### src/rtl/uart_rx_fifo.sv
// uart_rx_fifo: 8N1 serial receiver feeding a small receive FIFO.
//
// Parameters
//   CLKS_PER_BIT : CLK cycles per serial bit (>= 4)
//   DEPTH        : FIFO entries (power of two, >= 2)
//
// Ports
//   CLK       : clock, all state updates on rising edge
//   RST_N     : asynchronous active-low reset
//   rx        : asynchronous serial input, idle high, LSB first
//   rd_ready  : consumer ready; a pop happens when rd_valid && rd_ready
//   rd_valid  : FIFO non-empty
//   rd_data   : FIFO head byte, 8'h00 when empty
//   overflow  : sticky, set when a received byte is dropped on a full FIFO
//   frame_err : sticky, set when a stop bit is sampled low
module uart_rx_fifo #(
  parameter int unsigned CLKS_PER_BIT = 217,
  parameter int unsigned DEPTH        = 8
) (
  input  logic       CLK,
  input  logic       RST_N,
  input  logic       rx,
  input  logic       rd_ready,
  output logic       rd_valid,
  output logic [7:0] rd_data,
  output logic       overflow,
  output logic       frame_err
);

  localparam int unsigned AW = $clog2(DEPTH);
  localparam int unsigned CW = $clog2(CLKS_PER_BIT);

  localparam logic [CW-1:0] CNT_HALF = CW'(CLKS_PER_BIT / 2 - 1);
  localparam logic [CW-1:0] CNT_FULL = CW'(CLKS_PER_BIT - 1);

  typedef enum logic [1:0] {
    IDLE,
    START,
    DATA,
    STOP
  } state_t;

  // Two-flop synchronizer, reset to the idle line level.
  logic rx_m;
  logic rx_s;

  always_ff @(posedge CLK or negedge RST_N) begin
    if (!RST_N) begin
      rx_m <= 1'b1;
      rx_s <= 1'b1;
    end else begin
      rx_m <= rx;
      rx_s <= rx_m;
    end
  end

  // Receive FSM
  state_t        state;
  logic [CW-1:0] cnt;
  logic [2:0]    bit_idx;
  logic [7:0]    shreg;
  logic          push;

  always_ff @(posedge CLK or negedge RST_N) begin
    if (!RST_N) begin
      state     <= IDLE;
      cnt       <= '0;
      bit_idx   <= '0;
      shreg     <= '0;
      frame_err <= 1'b0;
    end else begin
      if (cnt != '0) begin
        cnt <= cnt - 1'b1;
      end
      case (state)
        IDLE: begin
          if (!rx_s) begin
            state <= START;
            cnt   <= CNT_HALF;
          end
        end
        START: begin
          if (cnt == '0) begin
            if (!rx_s) begin
              state   <= DATA;
              cnt     <= CNT_FULL;
              bit_idx <= '0;
            end else begin
              state <= IDLE;
            end
          end
        end
        DATA: begin
          if (cnt == '0) begin
            shreg[bit_idx] <= rx_s;
            cnt            <= CNT_FULL;
            if (bit_idx == 3'd7) begin
              state <= STOP;
            end else begin
              bit_idx <= bit_idx + 1'b1;
            end
          end
        end
        STOP: begin
          if (cnt == '0) begin
            if (!rx_s) begin
              frame_err <= 1'b1;
            end
            state <= IDLE;
          end
        end
        default: begin
          state <= IDLE;
          cnt   <= '0;
        end
      endcase
    end
  end

  // The byte is complete in shreg once the FSM reaches STOP, so the push
  // is decoded directly from the stop-bit sample point.
  assign push = (state == STOP) && (cnt == '0) && rx_s;

  // Receive FIFO
  logic [7:0]  mem [DEPTH];
  logic [AW:0] wptr;
  logic [AW:0] rptr;
  logic        empty;
  logic        full;
  logic        pop;
  logic        wr_en;

  assign empty = (wptr == rptr);
  assign full  = (wptr[AW] != rptr[AW]) && (wptr[AW-1:0] == rptr[AW-1:0]);
  assign pop   = !empty && rd_ready;
  // A full FIFO still accepts a byte when the head leaves on the same cycle.
  assign wr_en = push && (!full || pop);

  always_ff @(posedge CLK) begin
    if (wr_en) begin
      mem[wptr[AW-1:0]] <= shreg;
    end
  end

  always_ff @(posedge CLK or negedge RST_N) begin
    if (!RST_N) begin
      wptr     <= '0;
      rptr     <= '0;
      overflow <= 1'b0;
    end else begin
      if (wr_en) begin
        wptr <= wptr + 1'b1;
      end
      if (pop) begin
        rptr <= rptr + 1'b1;
      end
      if (push && full && !pop) begin
        overflow <= 1'b1;
      end
    end
  end

  assign rd_valid = !empty;
  assign rd_data  = empty ? 8'h00 : mem[rptr[AW-1:0]];

endmodule

### config.mk
export PLATFORM = sky130hd
export DESIGN_NAME = uart_rx_fifo
export DESIGN_NICKNAME = d
export VERILOG_FILES = /design/src/rtl/uart_rx_fifo.sv
export SDC_FILE = /design/constraint.sdc
export NUM_CORES = 1
export LEC_CHECK = 0
export BUFFER_PORTS_ARGS = -buffer_cell sky130_fd_sc_hd__buf_4
export CAP_MARGIN = 30
export CELL_PAD_IN_SITES_DETAIL_PLACEMENT = 1
export CELL_PAD_IN_SITES_GLOBAL_PLACEMENT = 2
export CORE_ASPECT_RATIO = 1.25
export CORE_MARGIN = 4
export CORE_UTILIZATION = 49
export CTS_CLUSTER_DIAMETER = 100
export DETAILED_ROUTE_END_ITERATION = 10
export PLACE_DENSITY = 0.82
export SLEW_MARGIN = 20
export SYNTH_ARGS = -nofsm -noshare
export SYNTH_HDL_FRONTEND = slang
export SYNTH_SLANG_ARGS = --single-unit
### constraint.sdc
create_clock -name CLK -period 8.1 [get_ports CLK]
set_input_delay 1.215 -clock CLK [delete_from_list [all_inputs] [get_ports CLK]]
set_output_delay 1.215 -clock CLK [all_outputs]
set_load 0.1 [all_outputs]
==> run_results.csv <==
group,metric,value,unit
detailed_routing,drtAntennaViolNets,0,
sta,max_freq,266,MHz
detailed_routing,drc,0,
layout,num-nets-final,303,
yosys,synth_area_leader_cell,"edfxtp_1",
detailed_routing,drtIter0Drc,72,
yosys,post_synth_and_or_nand_nor_area_fraction,0.101,
layout,nFillCells,798,
detailed_routing,post_drt_wl_per_cell,19.9,microns
yosys,yosysSeqAreaShare,0.646,
floorplanning,fp.dieW,91.4,microns
floorplanning,io_pins,15,
layout,num_antenna_cells,0,
yosys,syn_area,0.00426,sq mm
hold_path,min_path_type,"reg -> reg",
sta,maxSlewHeadroom,0.400,
sta,fin_worst_skew,0.0105,ns
layout,mostFrequentLayoutCells,"64 x edfxtp_1, 31 x dfrtp_1, 18 x nor2_1, 18 x buf_4, 16 x mux4_2",
cts,post_cts.resized_instances,0,
power,switching_share,0.328,
global_route,antenna_found_initial,0,
layout,drive_above_1_share,0.195,
global_route,grt_pass1_vias,2504,
yosys,synth_nets,289,
worst_setup_path,crit_buf_inv,2,
yosys,synthXorXnorAreaFrac,0.0309,
worst_setup_path,arrival,2.54,ns
global_route,grt_overflow,0,
cts,clockBufferDepth,2,
worst_setup_path,cp_max_fo,20,
worst_setup_path,path_delay_family,"flip-flops",
global_route,grt_max_degree,34,
layout,area_delta_synth_final,9.46,%
floorplanning,start_util,0.511,
floorplanning,fp.coreArea,0.00833,sq mm
placement,gp_congestion,0.717,
floorplanning,die_area,0.0103,sq mm
cts,cts.sinks,97,
yosys,synth_top_family_by_area,"multiplexers",
sta,setup_viol,0,
detailed_routing,drtPass1Iterations,4,
yosys,synthCells,278,
worst_setup_path,path_cells,"xor2_1, nor4b_2, buf_2, nor2_1, buf_4",
cts,cts_tree,"yes",
yosys,synth_edf_count,64,
global_route,gr-usage-all-layers,0.172,
outcome,status,"finished, final reports clean",
power,total_leakage_power,1.88,nW
yosys,synthDistinctLibCells,50,
worst_setup_path,critPathMaxStageDelay,0.92,ns
layout,final_common_cell,"edfxtp_1",
power,p_comb_frac,0.254,
sta,final.min_clock_period,3.76,ns
floorplanning,die_height,112,microns
global_route,grt_pass1_wl,13400,microns
cts,root_buffer,"clkbuf_8",
cts,numCtsBuffers,9,
sta,tns,0,ns
yosys,ys_top_cells_by_area,"edfxtp_1 45%, dfrtp_1 18%, mux4_2 8.5%",
power,p_per_area,261,mW/mm^2
power,vdd_ir_drop_max,84.6,uV
cts,postCtsHoldBufs,0,
cts,post_cts.repair.setup_buffers,0,
worst_setup_path,endpoint_kind,"output pin",
cts,insertion_delay,0.36,ns
placement,dp_hpwl,5310,microns
placement,port_buffers,14,
power,seqPwrFrac,0.471,
power,power.internal,0.000817,W
floorplanning,rows,37,
flow_run,drv_cap,0,
cts,clk_pin_slew_worst_paths,0.09,ns
detailed_routing,routed_via_density,5.80,
sta,grt_setup_unrepaired,"false",
yosys,synth_fa_ha_area_frac,0.0206,
worst_setup_path,start_kind,"flip-flop",
power,clock_power_share,0.275,
power,p_sw,0.000398,W
detailed_routing,wirelength,7850,microns
yosys,syn_avg_cell_area,15.3,sq um
yosys,synth_compound_area_frac,0.0461,
power,total_power,0.00122,W
worst_setup_path,cp.required,6.88,ns
yosys,synth_top_area_frac,0.451,
detailed_routing,vias,2286,
yosys,yosys_warnings,0,
sta,final-max-slew-violation-count,0,
yosys,async_flop_share,0.340,
worst_setup_path,cpMaxStageDelayCell,"dfrtp_1",
worst_setup_path,critPathKind,"reg -> out",
yosys,synth_ff_type,"edfxtp_1",
cts,cts.htree.levels,3,
sta,hold_violations,0,
sta,fin_crit_sh,0.464,
yosys,synthMuxAreaShare,0.132,
yosys,ys_ff_latch,97,
sta,worstMarginPinSlew,0.897,ns
==> layer usage <==
layer / share of wire / up-vias / global-route usage / wire (microns)
met5: 0 / - / 0 / 0
met4: 0.016 / 0 / 0.0724 / 124
met3: 0.024 / 8 / 0.0362 / 191
met2: 0.54 / 25 / 0.301 / 4250
met1: 0.42 / 1155 / 0.205 / 3290
li1: - / 1098 / - / -
==> cells in the mapped netlist (2+ instances only) <==
library cell and count:
nor4bb_1 2, a21oi_1 6, nand2_1 7, mux2i_1 9, buf_1 3, xor2_1 10, nor3_4 2, buf_2 4
xnor2_1 5, nor3_1 5, and4b_1 3, nand3b_1 2, inv_1 6, mux2_1 8, nand2b_1 3, a211oi_1 3
mux2_2 2, nor4_1 2, dfrtp_1 31, o21ai_1 7, a41o_1 2, nand4_1 3, mux4_2 16, nand3_1 10
clkbuf_1 7, and3_1 2, edfxtp_1 64, nor3b_1 5, or3_1 2, ha_1 7, o21ai_0 3, dfstp_2 2
nor2_1 18
==> registers in the layout (all words and copies together) (netlist names), named ones only <==
signal / cells
rx_m: 1
state: 1
cnt: 8
rx_s: 1
overflow: 1
wptr: 4
rptr: 4
bit_idx: 3
frame_err: 1
mem: 64
shreg: 8
==> layout make-up <==
type                       count  area, sq um  share of cell area
sequential                    97         2750               0.590
inverter                       6         22.5             0.00483
timing repair buffer          19          140              0.0301
clock inverter                 5         80.1              0.0172
clock buffer                  11          131              0.0282
tap                           97          121              0.0260
multi-input combinational    159         1420               0.304
==> worst paths after layout <==
kind / startpoint / slack [ns] / cells past startpoint / to
hold / removal: rx_m$_DFF_PN1_ / 0.36 / 0 / rx_s$_DFF_PN1_
hold reg to reg: rx_m$_DFF_PN1_ / 0.36 / 0 / rx_s$_DFF_PN1_
min in group asynchronous: RST_N / 0.80 / 1 / frame_err$_DFFE_PN0P_
setup reg to reg: cnt[0]$_DFF_PN0_ / 5.38 / 6 / mem[5][7]$_DFFE_PP_
max in group asynchronous: RST_N / 6.96 / 1 / rx_m$_DFF_PN1_
setup / recovery: rptr[1]$_DFFE_PN0P_ / 4.34 / 5 / rd_data[1]
==> cells by family after synthesis <==
logic type | after synthesis
XOR/XNOR | 15
adder cells (fa/ha/maj) | 7
AO/OA/AOI/OAI | 30
multiplexers | 35
AND/OR/NAND/NOR | 72
buffers and inverters | 22
flip-flops | 97
==> stage by stage <==
step / area [sq um] / setup WS, ns / hold WS (ns) / util / cells
finish: 4660 / 4.34 / 0.358 / 0.559 / 394
global route: 4660 / 4.17 / 0.370 / 0.559 / 394
CTS: 4660 / 3.96 / 0.360 / 0.559 / 393
detailed placement: 4440 / 4.40 / 0.347 / 0.533 / 377
global placement: 4440 / 4.50 / 0.345 / 0.533 / 377
floorplan: 4260 / 4.38 / 0.345 / - / 278
==> power groups by stage <==
stage / registers [W] / clock network, W / logic, W
after floorplan: 0.000551 / 0 / 0.000280
after global placement: 0.000582 / 0 / 0.000303
after detailed placement: 0.000585 / 0 / 0.000309
after CTS: 0.000574 / 0.000345 / 0.000312
after global routing: 0.000577 / 0.000366 / 0.000326
final: 0.000573 / 0.000335 / 0.000308
No activity file was read; power rests on OpenSTA's default activity.
